## config.mk

```make
export PLATFORM = sky130hd
export DESIGN_NAME = inst_load_arbiter_flat
export DESIGN_NICKNAME = d
export VERILOG_FILES = /design/src/rtl/inst_load_arbiter_if.sv /design/src/rtl/inst_load_arbiter.sv /design/src/flat_wrapper.sv
export SDC_FILE = /design/constraint.sdc
export NUM_CORES = 1
export LEC_CHECK = 0
export BUFFER_PORTS_ARGS = -buffer_cell sky130_fd_sc_hd__clkbuf_2
export CAP_MARGIN = 20
export CORE_AREA = 2 2 92 94
export CTS_CLUSTER_SIZE = 10
export DETAILED_ROUTE_END_ITERATION = 6
export DIE_AREA = 0 0 94 96
export PLACE_DENSITY = 0.74
export SKIP_CTS_REPAIR_TIMING = 1
export SLEW_MARGIN = 0
export SYNTH_ARGS = -nofsm -noshare
export SYNTH_HDL_FRONTEND = slang
export SYNTH_SLANG_ARGS = --single-unit
```

## constraint.sdc

```tcl
create_clock -name clk -period 1.9 [get_ports clk]
set_input_delay 0.19 -clock clk [delete_from_list [all_inputs] [get_ports clk]]
set_output_delay 0.19 -clock clk [all_outputs]
set_load 0.005 [all_outputs]
```

## src/rtl/inst_load_arbiter_if.sv

```systemverilog
`default_nettype none
// ============================================================================
//  Module      : inst_load_arbiter_if
//  Description : Bundles the signals around the instruction-RAM arbiter.
//                This covers the program-loader stream, the fetch-stage
//                control, the load status and the single RAM port.
//                slave  = arbiter side
//                master = loader / fetch / RAM side
//  Revision    : 1.0 - initial release
// ============================================================================
interface inst_load_arbiter_if #(
  parameter int INST_W = 64,
  parameter int DEPTH  = 1024
);
  localparam int c_ADDR_W = $clog2(DEPTH);

  // Program loader stream
  logic                ld_start;
  logic                ld_valid;
  logic                ld_ready;
  logic [INST_W-1:0]   ld_data;
  logic                ld_last;
  logic [INST_W-1:0]   ld_csum;

  // Fetch stage
  logic [c_ADDR_W-1:0] fetch_addr;
  logic                fetch_grant;
  logic                fetch_restart;

  // Load status
  logic                prog_valid;
  logic                load_error;
  logic [c_ADDR_W:0]   load_count;

  // Instruction RAM port
  logic                ram_en;
  logic                ram_we;
  logic [c_ADDR_W-1:0] ram_addr;
  logic [INST_W-1:0]   ram_din;

  modport slave (
    input  ld_start, ld_valid, ld_data, ld_last, ld_csum, fetch_addr,
    output ld_ready, fetch_grant, fetch_restart, prog_valid, load_error,
           load_count, ram_en, ram_we, ram_addr, ram_din
  );

  modport master (
    output ld_start, ld_valid, ld_data, ld_last, ld_csum, fetch_addr,
    input  ld_ready, fetch_grant, fetch_restart, prog_valid, load_error,
           load_count, ram_en, ram_we, ram_addr, ram_din
  );
endinterface
`default_nettype wire

```

## src/rtl/inst_load_arbiter.sv

```systemverilog
`default_nettype none
// ============================================================================
//  Module      : inst_load_arbiter
//  Description : Owns the single instruction-RAM port and shares it between
//                the fetch stage (reads) and the program loader (writes).
//                A program load runs through these steps:
//                  1. stall fetch
//                  2. drain in-flight reads
//                  3. write the streamed words
//                  4. append an all-zero end-of-program word
//                  5. restart fetch at PC 0
//  Options     : define LOAD_CHECKSUM_EN to verify a running XOR checksum
//                of the loaded words against ld_csum on the last word.
//  Revision    : 1.0 - initial release
// ============================================================================
module inst_load_arbiter #(
  parameter int INST_W = 64,
  parameter int DEPTH  = 1024,
  parameter int RD_LAT = 2
) (
  input  logic                  clk,
  input  logic                  rst_n,
  inst_load_arbiter_if.slave    bus
);

  localparam int c_ADDR_W  = $clog2(DEPTH);
  localparam int c_WR_W    = c_ADDR_W + 1;
  localparam int c_DRAIN_W = (RD_LAT > 1) ? $clog2(RD_LAT) : 1;

  // The write pointer is one bit wider than the address so that a full
  // RAM (pointer == DEPTH) can be distinguished from an empty one.
  localparam logic [c_WR_W-1:0]    c_DEPTH      = c_WR_W'(DEPTH);
  localparam logic [c_WR_W-1:0]    c_DEPTH_M1   = c_WR_W'(DEPTH - 1);
  localparam logic [c_DRAIN_W-1:0] c_DRAIN_LAST = c_DRAIN_W'(RD_LAT - 1);

  typedef enum logic [2:0] {
    S_IDLE  = 3'd0,
    S_DRAIN = 3'd1,
    S_LOAD  = 3'd2,
    S_TERM  = 3'd3,
    S_SKIP  = 3'd4,
    S_DONE  = 3'd5
  } state_t;

  state_t               r_state;
  state_t               w_state_nxt;

  logic                 r_prog_valid;
  logic                 r_load_error;
  logic [c_WR_W-1:0]    r_load_count;
  logic [c_WR_W-1:0]    r_wr_ptr;
  logic [c_DRAIN_W-1:0] r_drain_cnt;

  logic                 w_ld_ready;
  logic                 w_xfer;
  logic                 w_start;
  logic                 w_csum_bad;
  logic                 w_fetch_grant;
  logic                 w_fetch_restart;
  logic                 w_ram_en;
  logic                 w_ram_we;
  logic [c_ADDR_W-1:0]  w_ram_addr;
  logic [INST_W-1:0]    w_ram_din;

  // A load request is honoured only while idle.
  assign w_start = (r_state == S_IDLE) && bus.ld_start;

  // A loader word changes hands only in the states that present ld_ready.
  assign w_xfer  = bus.ld_valid && w_ld_ready;

`ifdef LOAD_CHECKSUM_EN
  logic [INST_W-1:0] r_csum_acc;

  // Running XOR of every word accepted in LOAD, restarted with each load.
  always_ff @(posedge clk) begin
    if (!rst_n) begin
      r_csum_acc <= '0;
    end else if (w_start) begin
      r_csum_acc <= '0;
    end else if ((r_state == S_LOAD) && w_xfer) begin
      r_csum_acc <= r_csum_acc ^ bus.ld_data;
    end
  end

  // The last word is folded in before comparing against the expected value.
  assign w_csum_bad = ((r_csum_acc ^ bus.ld_data) != bus.ld_csum);
`else
  assign w_csum_bad = 1'b0;
`endif

  // State register.
  always_ff @(posedge clk) begin
    if (!rst_n) begin
      r_state <= S_IDLE;
    end else begin
      r_state <= w_state_nxt;
    end
  end

  // Next-state decode and per-state RAM / handshake outputs.
  always_comb begin
    w_state_nxt     = r_state;
    w_ld_ready      = 1'b0;
    w_fetch_grant   = 1'b0;
    w_fetch_restart = 1'b0;
    w_ram_en        = 1'b0;
    w_ram_we        = 1'b0;
    w_ram_addr      = bus.fetch_addr;
    w_ram_din       = '0;

    unique case (r_state)
      S_IDLE: begin
        // Fetch reads the RAM directly; a resident program is required.
        w_ram_en      = 1'b1;
        w_fetch_grant = r_prog_valid;
        if (bus.ld_start) begin
          w_state_nxt = S_DRAIN;
        end
      end

      S_DRAIN: begin
        // RAM idle while reads issued before the stall come back.
        if (r_drain_cnt == c_DRAIN_LAST) begin
          w_state_nxt = S_LOAD;
        end
      end

      S_LOAD: begin
        w_ld_ready = 1'b1;
        w_ram_addr = r_wr_ptr[c_ADDR_W-1:0];
        w_ram_din  = bus.ld_data;
        if (bus.ld_valid) begin
          w_ram_en = 1'b1;
          w_ram_we = 1'b1;
          if (bus.ld_last) begin
            w_state_nxt = S_TERM;
          end else if (r_wr_ptr == c_DEPTH_M1) begin
            // RAM full but the program continues.
            w_state_nxt = S_SKIP;
          end
        end
      end

      S_TERM: begin
        // End-of-program marker, unless the program filled the RAM exactly.
        w_ram_addr = r_wr_ptr[c_ADDR_W-1:0];
        if (r_wr_ptr < c_DEPTH) begin
          w_ram_en = 1'b1;
          w_ram_we = 1'b1;
        end
        w_state_nxt = S_DONE;
      end

      S_SKIP: begin
        // Swallow the rest of an oversized program without writing it.
        w_ld_ready = 1'b1;
        if (bus.ld_valid && bus.ld_last) begin
          w_state_nxt = S_DONE;
        end
      end

      S_DONE: begin
        w_fetch_restart = ~r_load_error;
        w_state_nxt     = S_IDLE;
      end

      default: begin
        w_state_nxt = S_IDLE;
      end
    endcase
  end

  // Load bookkeeping: drain timer, write pointer, word count, status flags.
  always_ff @(posedge clk) begin
    if (!rst_n) begin
      r_prog_valid <= 1'b1;
      r_load_error <= 1'b0;
      r_load_count <= '0;
      r_wr_ptr     <= '0;
      r_drain_cnt  <= '0;
    end else begin
      unique case (r_state)
        S_IDLE: begin
          if (bus.ld_start) begin
            r_prog_valid <= 1'b0;
            r_load_error <= 1'b0;
            r_load_count <= '0;
            r_wr_ptr     <= '0;
            r_drain_cnt  <= '0;
          end
        end

        S_DRAIN: begin
          r_drain_cnt <= r_drain_cnt + 1'b1;
        end

        S_LOAD: begin
          if (w_xfer) begin
            r_wr_ptr     <= r_wr_ptr + 1'b1;
            r_load_count <= r_load_count + 1'b1;
            if (bus.ld_last) begin
              if (w_csum_bad) begin
                r_load_error <= 1'b1;
              end
            end else if (r_wr_ptr == c_DEPTH_M1) begin
              r_load_error <= 1'b1;
            end
          end
        end

        S_DONE: begin
          r_prog_valid <= ~r_load_error;
        end

        default: begin
        end
      endcase
    end
  end

  assign bus.ld_ready      = w_ld_ready;
  assign bus.fetch_grant   = w_fetch_grant;
  assign bus.fetch_restart = w_fetch_restart;
  assign bus.prog_valid    = r_prog_valid;
  assign bus.load_error    = r_load_error;
  assign bus.load_count    = r_load_count;
  assign bus.ram_en        = w_ram_en;
  assign bus.ram_we        = w_ram_we;
  assign bus.ram_addr      = w_ram_addr;
  assign bus.ram_din       = w_ram_din;

endmodule
`default_nettype wire

```

## src/flat_wrapper.sv

```systemverilog
// flat-port wrapper written by rule: the top's interface ports become plain ports
module inst_load_arbiter_flat 
#(
  parameter int INST_W = 64,
  parameter int DEPTH  = 1024,
  parameter int RD_LAT = 2
)
  (clk, rst_n, bus_ld_start, bus_ld_valid, bus_ld_data, bus_ld_last, bus_ld_csum, bus_fetch_addr, bus_ld_ready, bus_fetch_grant, bus_fetch_restart, bus_prog_valid, bus_load_error, bus_load_count, bus_ram_en, bus_ram_we, bus_ram_addr, bus_ram_din);
  inst_load_arbiter_if #(.INST_W(INST_W), .DEPTH(DEPTH)) bus_i ();
  input  logic clk;
  input  logic rst_n;
  input wire logic [$bits(bus_i.ld_start)-1:0] bus_ld_start;
  input wire logic [$bits(bus_i.ld_valid)-1:0] bus_ld_valid;
  input wire logic [$bits(bus_i.ld_data)-1:0] bus_ld_data;
  input wire logic [$bits(bus_i.ld_last)-1:0] bus_ld_last;
  input wire logic [$bits(bus_i.ld_csum)-1:0] bus_ld_csum;
  input wire logic [$bits(bus_i.fetch_addr)-1:0] bus_fetch_addr;
  output wire logic [$bits(bus_i.ld_ready)-1:0] bus_ld_ready;
  output wire logic [$bits(bus_i.fetch_grant)-1:0] bus_fetch_grant;
  output wire logic [$bits(bus_i.fetch_restart)-1:0] bus_fetch_restart;
  output wire logic [$bits(bus_i.prog_valid)-1:0] bus_prog_valid;
  output wire logic [$bits(bus_i.load_error)-1:0] bus_load_error;
  output wire logic [$bits(bus_i.load_count)-1:0] bus_load_count;
  output wire logic [$bits(bus_i.ram_en)-1:0] bus_ram_en;
  output wire logic [$bits(bus_i.ram_we)-1:0] bus_ram_we;
  output wire logic [$bits(bus_i.ram_addr)-1:0] bus_ram_addr;
  output wire logic [$bits(bus_i.ram_din)-1:0] bus_ram_din;
  assign bus_i.ld_start = bus_ld_start;
  assign bus_i.ld_valid = bus_ld_valid;
  assign bus_i.ld_data = bus_ld_data;
  assign bus_i.ld_last = bus_ld_last;
  assign bus_i.ld_csum = bus_ld_csum;
  assign bus_i.fetch_addr = bus_fetch_addr;
  assign bus_ld_ready = bus_i.ld_ready;
  assign bus_fetch_grant = bus_i.fetch_grant;
  assign bus_fetch_restart = bus_i.fetch_restart;
  assign bus_prog_valid = bus_i.prog_valid;
  assign bus_load_error = bus_i.load_error;
  assign bus_load_count = bus_i.load_count;
  assign bus_ram_en = bus_i.ram_en;
  assign bus_ram_we = bus_i.ram_we;
  assign bus_ram_addr = bus_i.ram_addr;
  assign bus_ram_din = bus_i.ram_din;
  inst_load_arbiter #(.INST_W(INST_W), .DEPTH(DEPTH), .RD_LAT(RD_LAT)) u_core (.clk(clk), .rst_n(rst_n), .bus(bus_i));
endmodule
```

; ---- Word-level counts from Yosys, hierarchy flattened
; Cells that the tools add are included.
[word_totals]
reg_bits = 28
latch_bits = 0
mem_bits_rw = 0
mem_bits_ro = 0
in_bits = 143
out_inout_bits = 92
wordCells = 66
n_memories = 0
[classes]
addsub = 3
n_mul = 0
div_mod_pow = 0
magnitude_cmp = 1
n_eq_ne = 14
shift = 0
n_mux = 28
n_bitwise = 1
n_reduce_logical = 13
[op_table]
columns = op, count
row1 = two-way mux 64 bit, 1
row2 = case mux 11 bit (2 select lines), 2
row3 = two-way mux 11 bit, 3
row4 = "adder 11 x 1 -> 11 bit, second input constant", 2
row5 = two-way mux 3 bit, 6
row6 = case mux 3 bit (5 select lines), 1
row7 = "== test 11 x 10 -> 1 bit, second input constant", 1
row8 = "< comparator 11 bit, second input constant", 1
row9 = two-way mux 10 bit, 1
row10 = AND reduction 5 bit, 2
row11 = two-way mux 1 bit, 9
row12 = "!= test 2 x 1 -> 1 bit, second input constant", 4
row13 = case mux 1 bit (2 select lines), 4
row14 = "== test 3 x 2 -> 1 bit, second input constant", 2
row15 = "== test 3 bit, second input constant", 2
row16 = "!= test 2 bit, second input constant", 3
row17 = nonzero test 2 bit, 3
row18 = AND reduction 2 bit, 2
row19 = OR reduction 2 bit, 2
row20 = "== test 3 x 1 -> 1 bit, second input constant", 1
row21 = logical NOT 3 bit, 1
row22 = "!= test 3 x 2 -> 1 bit, second input constant", 1
row23 = case mux 1 bit (3 select lines), 1
row24 = AND reduction 3 bit, 1
row25 = other kinds (3), 4

; ---- Logic depth before layout (Yosys ltp)
[depth]
word_depth = 6
mapped_depth = 7
depth_no_buf = 6

; ---- Worst setup path before layout
; OpenSTA, ideal clock, no wires.
[synth_path]
kind = register to output
from = register u_core.r_state[0]
to = output bus_ram_din[33]
arrival_time_ns = 1.502
path_slack_ns = 0.208
stages_incl_launch_ff = 6
cell_sequence = dfxtp_1 clkbuf_1 nor3b_1 clkbuf_1 clkbuf_1 and2_1
[synth_via]
elab_chain_len = 2
[synth_rtl]
columns = item, line_no
row1 = start: declaration, inst_load_arbiter.sv:45  ; state_t r_state;
row2 = start signal: assignment, inst_load_arbiter.sv:96  ; r_state <= w_state_nxt;
row3 = == test 3 x 2 -> 1 bit, inst_load_arbiter.sv:111  ; unique case (r_state)
row4 = two-way mux 64 bit, inst_load_arbiter.sv:111
row5 = end: declaration, flat_wrapper.sv:27  ; output wire logic [$bits(bus_i.ram_din)-1:0] bus_ram_din;
; Every way passes these cells.

; ---- Worst setup path in the final report
[layout_path]
from = register u_core.r_state[1]
to = output bus_ram_din[33]
; The elaborated chain is that of the path after synthesis.

==> metrics <==
status complete, no violations; ANT nets after route 0; final net count between 500 and 600; clk slew on worst S/H paths 100 ps; Clock Tree Buf Depth 2; post-route setup slack 86.5 ps; EDFF count, synth 0; worst clock skew 11.5 ps; initial core utilization about a quarter; count of different cell masters after synthesis 39; critical-path maximum fanout 14; Synth area leaders dfxtp_1 (29%), and2_1 (22%), nand2_1 (7.8%); CTS Buf Count 3; Worst Path Class, Setup reg -> out; initial DRC count slightly above 100; FF-to-FF setup slack approximately 150 ps; worst skew pair latency around 280 ps; TritonRoute pass-1 iters 4; n_diodes 0; vias in the first global route approximately 2.2k; die width about 94 um; Critical Path RT 1710 ps; CTS root buffer clkbuf_8; layout cells sized above 1 44.9%; crit start category flip-flop; Yosys reg bits 28; FF-to-FF Start u_core.r_wr_ptr[0]; Final min period 1810 ps; critical path endpoint category primary output; Final Cell Area 3070 sq um; pre-CTS setup slack -17.0 ps; critical path, cell by cell buf_6 -> nor3b_4 -> buf_4 -> buf_4 -> and2_1 -> clkbuf_2; HP Class in -> reg; Synth Net Count between 400 and 500; Most used DFF post-synth dfxtp_1; leakage 1.59 nW; Avg Inst Size Synth a little over 7 sq um; dpl hpwl just over 6 mm; final slew viol count 0; row cnt 33; synthesis-to-layout area growth 60.0%; via density per instance 4.52; CTS sink count 28; Synth top area share between 20% and 30%; Slowest-stage cell, CP dfxtp_1; via count between 2k and 2.5k; CTS tree done; cells after synthesis 270; Post-DP Area 2950 sq um; die area 9020 sq um; Routed WL ~7.3 mm; max_cap viols 0; area leader, netlist dfxtp_1; H-tree depth 1; critical path arrival ~1600 ps; Worst slew margin 65.7%; HP Start rst_n; final setup violation count 0; GRT Total Usage 14.7%; GRT Residual Overflow 0; RSZ-0062 raised after global routing no; Tcrit/Tclk final 95.4%; Fin. Hold Viols 0; Ys Warns 0; # DRC 0; Port Buffers 170; most frequent CP cell buf_4; placeable core region about 8100 sq um; Filler cells 847; IO Pins around 240; WL/cell about 13 um; largest net degree at the start of global routing between 50 and 60; die height between 90 and 100 um; first-pass GRT wire length about 11 mm; Max VDD drop approximately 340 uV; Max Clock Freq 0.551 GHz; pwr dens 796 nW/um^2; GPL Wtd Cong approximately 0.87; worst setup path start u_core.r_state[1]; Max stage delay on crit path roughly 390 ps; register area share after synthesis 29.3%; Slew @ Worst Pin roughly 510 ps; mapped cell area approximately 1900 sq um; Post-synth ARST share 0%; antenna violations before repair 0
metal layers:
layer | vias up | GRT usage, % | wire (um) | part of all wire (%)
met5 | - | 0 | 0 | 0
met4 | 0 | 3.62 | 72 | 0.98
met3 | 7 | 3.52 | 567 | 7.7
li1 | 1246 | - | - | -
met2 | 106 | 26.6 | 3710 | 51
met1 | 1117 | 17.5 | 2990 | 41
report_power, final:
group	leakage [nW]	switching, W	total, W	internal [W]
registers	0.227	0.0000634	0.000695	0.000632
logic	1.33	0.000708	0.00136	0.000655
clock network	0.0288	0.000196	0.000382	0.000186
total	1.59	0.000968	0.00244	0.00147
worst max-delay path: cells and delay by family (launching register included):
kind,cells,cell delay (ps)
buffers and inverters,4,620
AND/OR/NAND/NOR,2,320
flip-flops,1,390
final timing paths:
kind                            cells past startpoint                       end
worst min-delay path                                2     u_core.bus.prog_valid
worst max-delay path                                6           bus_ram_din[33]
worst max register to register                      6         u_core.r_state[2]
worst min register to register                      2  u_core.bus.load_count[9]
synthesized netlist by cell type (2+ instances only):
cell type  number
a21oi_1        12
a31oi_1         2
a32oi_1         2
and2_1         66
and3_1          2
clkbuf_1       13
dfxtp_1        28
ha_1            2
inv_1           4
nand2_1        40
nand2b_1        3
nand3_1         8
nand4_1         5
nor2_1         27
nor3_1          4
nor3b_1         2
nor4_1          2
o21ai_0        10
o22ai_1         2
or3_1           7
xnor2_1         4
xor2_1          8
layout by cell type (no fill, tap or decap), drive strengths merged, types with 2 or more instances in the layout:
cell type	synthesis	layout
a32oi	2	2
nand2b	3	3
a21oi	12	12
xnor2	4	4
nor2	28	28
nor4	2	2
o22ai	2	2
and3	2	2
nor3	4	4
xor2	8	8
and2	66	66
buf	1	12
o21ai	10	10
nand4	5	5
a31oi	2	2
inv	4	4
nand3	8	8
dfxtp	28	28
clkbuf	13	175
ha	2	2
or3	8	8
nor3b	2	2
nand2	41	41
metrics by stage:
stage	util (%)	cells	setup TNS [ps]	power [W]	hold WS, ps
2_1_floorplan	-	270	0	0.00138	277
3_3_place_gp	36.6	542	0	0.00197	427
3_5_place_dp	36.6	542	-17.0	0.00200	447
4_1_cts	37.3	546	-41.5	0.00237	156
5_1_grt	38.1	548	0	0.00262	173
6_report	38.1	548	0	0.00244	154
layout make-up:
type                       count  area (sq um)  share of cell area, %
tap                          105           131                   4.29
sequential                    28           562                   18.3
clock buffer                   4          55.1                   1.80
inverter                       4          15.0                  0.490
multi-input combinational    224          1320                   43.1
timing repair buffer         183           982                   32.0
flip-flops by register name, summed over array words and instances (netlist names):
name	cells
u_core.bus.load_count	11
u_core.r_wr_ptr	11
u_core.r_state	3
u_core.bus.load_error	1
u_core.bus.prog_valid	1
u_core.r_drain_cnt	1
cell families (layout without fill, tap and decap cells):
kind of cell             after synthesis  after routing  synth area share [%]
AO/OA/AOI/OAI                         35             35                  11.0
buffers and inverters                 18            191                  3.53
multiplexers                           1              1                 0.784
XOR/XNOR                              12             12                  5.49
AND/OR/NAND/NOR                      174            174                  48.6
flip-flops                            28             28                  29.3
adder cells (fa/ha/maj)                2              2                  1.31
Note: power is estimated with default switching activity, not from simulation.
